$ cat src/rtl/minrv32_seq_if.sv
// Shared valid/ready memory bus between the minrv32 sequencer (master) and memory (slave).
// One transfer completes on each clock edge where valid and ready are both high.
interface minrv32_seq_if;
  logic        valid;
  logic        instr;
  logic [31:0] addr;
  logic [31:0] wdata;
  logic [3:0]  wstrb;
  logic        ready;
  logic [31:0] rdata;

  modport master (
    output valid,
    output instr,
    output addr,
    output wdata,
    output wstrb,
    input  ready,
    input  rdata
  );

  modport slave (
    input  valid,
    input  instr,
    input  addr,
    input  wdata,
    input  wstrb,
    output ready,
    output rdata
  );
endinterface

$ cat src/rtl/minrv32_seq.sv
// Multi-cycle sequencer for a combinational RV32I core: fetch, decode, optional data access,
// one-cycle commit strobe, retired-instruction count and halt on trap/misalign/bus timeout.
module minrv32_seq #(
  parameter bit          CATCH_MISALIGN = 1'b1,
  parameter int unsigned BUS_TIMEOUT    = 0,
  parameter logic [31:0] RESET_INSN     = 32'h0000_0013
) (
  input  logic                 i_clk,
  input  logic                 i_reset,
  minrv32_seq_if.master        bus,
  input  logic [31:0]          i_core_pc,
  output logic [31:0]          o_core_insn,
  input  logic                 i_core_trap,
  input  logic                 i_core_mem_valid,
  input  logic [31:0]          i_core_mem_addr,
  input  logic [31:0]          i_core_mem_wdata,
  input  logic [3:0]           i_core_mem_wstrb,
  input  logic [3:0]           i_core_mem_rmask,
  output logic [31:0]          o_core_mem_rdata,
  output logic                 o_core_step,
  output logic [31:0]          o_retired,
  output logic                 o_halted,
  output logic [1:0]           o_halt_cause
);

  typedef enum logic [2:0] {
    StBoot,
    StFetch,
    StDecode,
    StMem,
    StWb,
    StHalt
  } state_e;

  localparam logic [1:0] CauseNone     = 2'd0;
  localparam logic [1:0] CauseTrap     = 2'd1;
  localparam logic [1:0] CauseMisalign = 2'd2;
  localparam logic [1:0] CauseTimeout  = 2'd3;

  state_e      r_state;
  logic [31:0] r_insn;
  logic [31:0] r_rdata;
  logic [31:0] r_retired;
  logic [1:0]  r_cause;
  logic [31:0] r_wait_cnt;

  logic [3:0]  w_mask;
  logic        w_misalign;
  logic        w_bus_active;
  logic [31:0] w_wait_next;
  logic        w_timeout;
  logic        w_commit_decode;

  // Access width is taken from whichever mask the core raised; only halfword and word can misalign.
  assign w_mask     = i_core_mem_rmask | i_core_mem_wstrb;
  assign w_misalign = CATCH_MISALIGN &&
                      (((w_mask == 4'b0011) && i_core_mem_addr[0]) ||
                       ((w_mask == 4'b1111) && (i_core_mem_addr[1:0] != 2'b00)));

  assign w_bus_active = (r_state == StFetch) || (r_state == StMem);
  assign w_wait_next  = r_wait_cnt + 32'd1;
  assign w_timeout    = (BUS_TIMEOUT != 0) && w_bus_active && !bus.ready &&
                        (w_wait_next >= BUS_TIMEOUT);

  assign w_commit_decode = (r_state == StDecode) && !i_core_trap && !i_core_mem_valid;

  always_comb begin
    bus.valid = 1'b0;
    bus.instr = 1'b0;
    bus.addr  = 32'd0;
    bus.wdata = 32'd0;
    bus.wstrb = 4'd0;
    case (r_state)
      StFetch: begin
        bus.valid = 1'b1;
        bus.instr = 1'b1;
        bus.addr  = i_core_pc;
      end
      StMem: begin
        bus.valid = 1'b1;
        bus.addr  = i_core_mem_addr;
        bus.wdata = i_core_mem_wdata;
        bus.wstrb = i_core_mem_wstrb;
      end
      default: ;
    endcase
  end

  assign o_core_insn      = r_insn;
  assign o_core_mem_rdata = r_rdata;
  assign o_core_step      = w_commit_decode || (r_state == StWb);
  assign o_retired        = r_retired;
  assign o_halted         = (r_state == StHalt);
  assign o_halt_cause     = r_cause;

  always_ff @(posedge i_clk or posedge i_reset) begin
    if (i_reset) begin
      r_state    <= StBoot;
      r_insn     <= RESET_INSN;
      r_rdata    <= 32'd0;
      r_retired  <= 32'd0;
      r_cause    <= CauseNone;
      r_wait_cnt <= 32'd0;
    end else begin
      case (r_state)
        StBoot: r_state <= StFetch;

        StFetch: begin
          if (bus.ready) begin
            r_insn     <= bus.rdata;
            r_wait_cnt <= 32'd0;
            r_state    <= StDecode;
          end else if (w_timeout) begin
            r_cause <= CauseTimeout;
            r_state <= StHalt;
          end else begin
            r_wait_cnt <= w_wait_next;
          end
        end

        StDecode: begin
          if (i_core_trap) begin
            r_cause <= CauseTrap;
            r_state <= StHalt;
          end else if (i_core_mem_valid && w_misalign) begin
            r_cause <= CauseMisalign;
            r_state <= StHalt;
          end else if (i_core_mem_valid) begin
            r_state <= StMem;
          end else begin
            r_retired <= r_retired + 32'd1;
            r_state   <= StFetch;
          end
        end

        StMem: begin
          // Stores latch rdata too; the core ignores it because no load is pending.
          if (bus.ready) begin
            r_rdata    <= bus.rdata;
            r_wait_cnt <= 32'd0;
            r_state    <= StWb;
          end else if (w_timeout) begin
            r_cause <= CauseTimeout;
            r_state <= StHalt;
          end else begin
            r_wait_cnt <= w_wait_next;
          end
        end

        StWb: begin
          r_retired <= r_retired + 32'd1;
          r_state   <= StFetch;
        end

        StHalt: r_state <= StHalt;

        default: r_state <= StBoot;
      endcase
    end
  end

endmodule

$ cat src/flat_wrapper.sv
// flat-port wrapper written by rule: the top's interface ports become plain ports
module minrv32_seq_flat 
#(
  parameter bit          CATCH_MISALIGN = 1'b1,
  parameter int unsigned BUS_TIMEOUT    = 0,
  parameter logic [31:0] RESET_INSN     = 32'h0000_0013
)
  (i_clk, i_reset, i_core_pc, o_core_insn, i_core_trap, i_core_mem_valid, i_core_mem_addr, i_core_mem_wdata, i_core_mem_wstrb, i_core_mem_rmask, o_core_mem_rdata, o_core_step, o_retired, o_halted, o_halt_cause, bus_valid, bus_instr, bus_addr, bus_wdata, bus_wstrb, bus_ready, bus_rdata);
  minrv32_seq_if bus_i ();
  input  logic i_clk;
  input  logic i_reset;
  input  logic [31:0] i_core_pc;
  output logic [31:0] o_core_insn;
  input  logic i_core_trap;
  input  logic i_core_mem_valid;
  input  logic [31:0] i_core_mem_addr;
  input  logic [31:0] i_core_mem_wdata;
  input  logic [3:0] i_core_mem_wstrb;
  input  logic [3:0] i_core_mem_rmask;
  output logic [31:0] o_core_mem_rdata;
  output logic o_core_step;
  output logic [31:0] o_retired;
  output logic o_halted;
  output logic [1:0] o_halt_cause;
  output wire logic [$bits(bus_i.valid)-1:0] bus_valid;
  output wire logic [$bits(bus_i.instr)-1:0] bus_instr;
  output wire logic [$bits(bus_i.addr)-1:0] bus_addr;
  output wire logic [$bits(bus_i.wdata)-1:0] bus_wdata;
  output wire logic [$bits(bus_i.wstrb)-1:0] bus_wstrb;
  input wire logic [$bits(bus_i.ready)-1:0] bus_ready;
  input wire logic [$bits(bus_i.rdata)-1:0] bus_rdata;
  assign bus_valid = bus_i.valid;
  assign bus_instr = bus_i.instr;
  assign bus_addr = bus_i.addr;
  assign bus_wdata = bus_i.wdata;
  assign bus_wstrb = bus_i.wstrb;
  assign bus_i.ready = bus_ready;
  assign bus_i.rdata = bus_rdata;
  minrv32_seq #(.CATCH_MISALIGN(CATCH_MISALIGN), .BUS_TIMEOUT(BUS_TIMEOUT), .RESET_INSN(RESET_INSN)) u_core (.i_clk(i_clk), .i_reset(i_reset), .bus(bus_i), .i_core_pc(i_core_pc), .o_core_insn(o_core_insn), .i_core_trap(i_core_trap), .i_core_mem_valid(i_core_mem_valid), .i_core_mem_addr(i_core_mem_addr), .i_core_mem_wdata(i_core_mem_wdata), .i_core_mem_wstrb(i_core_mem_wstrb), .i_core_mem_rmask(i_core_mem_rmask), .o_core_mem_rdata(o_core_mem_rdata), .o_core_step(o_core_step), .o_retired(o_retired), .o_halted(o_halted), .o_halt_cause(o_halt_cause));
endmodule
$ cat config.mk
export PLATFORM = sky130hd
export DESIGN_NAME = minrv32_seq_flat
export DESIGN_NICKNAME = d
export VERILOG_FILES = /design/src/rtl/minrv32_seq_if.sv /design/src/rtl/minrv32_seq.sv /design/src/flat_wrapper.sv
export SDC_FILE = /design/constraint.sdc
export NUM_CORES = 1
export LEC_CHECK = 0
export BUFFER_PORTS_ARGS = -buffer_cell sky130_fd_sc_hd__buf_2
export CORE_MARGIN = 5
export CORE_UTILIZATION = 25
export DETAILED_ROUTE_END_ITERATION = 16
export HOLD_SLACK_MARGIN = 0.1
export PLACE_DENSITY = 0.59
export SETUP_SLACK_MARGIN = 0.5
export SLEW_MARGIN = 20
export SYNTH_ARGS = -nofsm -noshare
export SYNTH_HDL_FRONTEND = slang
export SYNTH_SLANG_ARGS = --single-unit
$ cat constraint.sdc
create_clock -name i_clk -period 3.1 [get_ports i_clk]
set_input_delay 0 -clock i_clk [delete_from_list [all_inputs] [get_ports i_clk]]
set_output_delay 0 -clock i_clk [all_outputs]
set_load 0.005 [all_outputs]
==> impl_metrics.env <==
export IMPL_grt_max_degree=63
export IMPL_synth_cell_types=39
export IMPL_final_hold_violation_count=0
export IMPL_synth_compound_area_frac=0.02564
export IMPL_core_mm2=0.01946
export IMPL_slowest_delay_ps=610
export IMPL_antenna_found_initial=1
export IMPL_synth_edf_count=0
export IMPL_crit_fanout=9
export IMPL_final_setup_viol_count=0
export IMPL_fp_row_count=51
export IMPL_ir_worst_vdd_uv=307.9
export IMPL_ioPinCount=311
export IMPL_post_drt_wl_per_cell_um=16.89
export IMPL_numCtsBuffers=9
export IMPL_post_route_util=0.3842
export IMPL_die_y_um=150.4
export IMPL_cts_tree="yes"
export IMPL_worstPathArrival_ps=2710
export IMPL_port_buffers=310
export IMPL_path_class="reg -> reg"
export IMPL_synth_xor_area_frac=0.05839
export IMPL_cap_violations=0
export IMPL_syn_area_per_cell_um2=11.73
export IMPL_rsz0062_at_grt="false"
export IMPL_cts_root_buffer="clkbuf_16"
export IMPL_drive_gt1_frac=0.5345
export IMPL_r2r_cells=4
export IMPL_fillerInstances=1941
export IMPL_die_area_mm2=0.02262
export IMPL_met1_usage=0.1815
export IMPL_wirelength_mm=17.49
export IMPL_clock_latency_ps=340
export IMPL_powerDensity_mw_per_mm2=784.3
export IMPL_grt_pass1_vias=4647
export IMPL_synthAdderAreaFrac=0.002539
export IMPL_max_freq_ghz=0.4022
export IMPL_drc=0
export IMPL_cts_htree_levels=3
export IMPL_nets=906
export IMPL_clock_path_buffers=2
export IMPL_dr_pass1_iters=4
export IMPL_ys_async_sr_fraction=1.000
export IMPL_timing_hold_ws_ps=140.5
export IMPL_final_common_cell="buf_2"
export IMPL_synth_simple_area_share=0.1597
export IMPL_cts_resized=0
export IMPL_use_met2=0.2604
export IMPL_clk_pin_slew_ps=80
export IMPL_p_leak_nw=3.740
export IMPL_layout_common_cells="buf_2 (310), dfrtp_1 (97), mux2_2 (65), and2_1 (40)"
export IMPL_gp_congestion=0.8019
export IMPL_grt_usage=0.1491
export IMPL_gr_total_overflow=0
export IMPL_drt_iter0_markers=93
export IMPL_tns_ps=0
export IMPL_worst_ep_required_time_ps=3320
export IMPL_drt_vias_per_instance=4.261
export IMPL_antenna_left=0
export IMPL_min_period_over_period=0.8021
export IMPL_synthCells=420
export IMPL_startpoint_type="register"
export IMPL_worstMarginPinSlew_ps=723.7
export IMPL_met3_usage=0.04305
export IMPL_synthMuxAreaShare=0.2135
export IMPL_maxSlewViolCount=0
export IMPL_critPathTopFamily="simple AND/OR/NAND/NOR gates"
export IMPL_synth_nets=562
export IMPL_area_growth_pct=51.71
export IMPL_slew_headroom=0.5166
export IMPL_crit_chain="or4b_4 > a2111o_1 > or4_4 > xnor2_2"
export IMPL_synth_warnings=0
export IMPL_synthFlopType="dfrtp_1"
export IMPL_synth_top_family_by_area="multiplexers"
export IMPL_cp_slowest_cell="or4b_4"
export IMPL_synthesis_area_mm2=0.004928
export IMPL_yosysSeqAreaShare=0.5136
export IMPL_vias=4410
export IMPL_die_w_um=150.4
export IMPL_hold_path_class="in -> async"
export IMPL_endpoint_kind="register"
export IMPL_ff2ff_setup_slack_ps=610
export IMPL_cts_sinks=101
export IMPL_finalClockSkew_ps=12.98
export IMPL_period_minus_slack_ps=2486
export IMPL_busiest_layer="met2"
export IMPL_initial_utilization=0.2532
export IMPL_grt_first_pass_wirelength_mm=26.23
export IMPL_critPathBufInv=0
export IMPL_status="completed"
export IMPL_synth_seq_cells=101
export IMPL_dp_hpwl_mm=13.84
export IMPL_r2r_start="u_core.r_state[2]"
export IMPL_reg2reg_to="u_core.o_retired[26]"
==> metrics by stage <==
stage          setup WS (ps)  total power, mW  instance area, um^2  cells
6_report               613.6            5.864                 7477   1035
4_1_cts                597.4            5.981                 7475   1034
2_1_floorplan          669.6            3.497                 4932    420
5_1_grt                548.2            6.322                 7477   1035
3_3_place_gp           649.0            4.736                 6804    981
3_5_place_dp           608.4            4.757                 6804    981
==> how the worst max path moves through the flow <==
| stage | start | endpoint | slack [ps] | cells past startpoint |
|---|---|---|---|---|
| after global routing | u_core.r_state[2] | u_core.o_retired[26] | 550 | 4 |
| after floorplan | u_core.r_state[2] | u_core.o_retired[26] | 670 | 6 |
| after global placement | u_core.r_state[2] | u_core.o_retired[26] | 650 | 4 |
| after CTS | u_core.r_state[2] | u_core.o_retired[26] | 600 | 4 |
| after detailed placement | u_core.r_state[2] | u_core.o_retired[26] | 610 | 4 |
| final | u_core.r_state[2] | u_core.o_retired[26] | 610 | 4 |
==> synthesized netlist by cell type (8+ instances only) <==
cell type | number | area, um^2
buf_1 | 9 | 33.78
mux2i_1 | 32 | 320.3
nand3_1 | 11 | 55.05
and2_1 | 40 | 250.2
dfrtp_1 | 98 | 2452
nand4_1 | 9 | 56.30
clkbuf_1 | 13 | 48.80
mux2_2 | 65 | 732.0
nor2_1 | 37 | 138.9
and4_1 | 8 | 70.07
xnor2_1 | 24 | 210.2
nand2_1 | 14 | 52.55
==> what timing repair did <==
item                      in CTS  in global routing
buffers inserted               0                  0
hold endpoints to repair     167                  0
hold buffers                  37                  0
==> power breakdown <==
part / total, mW / internal, mW / leakage [nW] / switching (mW)
combinational: 2.66 / 1.41 / 2.38 / 1.25
sequential: 2.06 / 1.81 / 1.22 / 0.251
clock: 1.14 / 0.633 / 0.139 / 0.507
==> registers in the layout, summed over array words and instances, names as in the netlist <==
name,cells
u_core.o_halt_cause,2
u_core.r_state,3
u_core.o_core_mem_rdata,32
u_core.o_core_insn,32
u_core.o_retired,32
==> cells by family (layout without fill, tap and decap cells) <==
family / Yosys count / after routing
flip-flops: 101 / 101
XOR/XNOR: 32 / 32
other: 0 / 1
AND/OR/NAND/NOR: 142 / 142
buffers and inverters: 31 / 380
adder cells (fa/ha/maj): 1 / 1
multiplexers: 97 / 97
AO/OA/AOI/OAI: 16 / 16
==> worst register-to-register path, delay by kind of cell, from the launching register on <==
kind	cells	cell delay (ps)
xor gates and xnor gates	1	140
AOI/OAI and AO/OA	1	570
and+or+nand+nor	2	1190
DFF	1	480
==> cell type report <==
type	count	area, um^2	share of cell area
sequential	101	2532	0.3387
multi-input combinational	288	2271	0.3037
timing repair buffer	357	2009	0.2687
tap	265	331.6	0.04434
clock buffer	10	229.0	0.03062
clock inverter	6	71.32	0.009538
inverter	7	30.03	0.004016
antenna	1	2.502	0.0003347
==> routing by layer <==
metal | wire (um) | vias up
met5 | 0 | -
met4 | 161 | 0
met3 | 1397 | 10
met2 | 8961 | 179
met1 | 6965 | 2071
li1 | - | 2150
(Power assumes the default switching activity.)
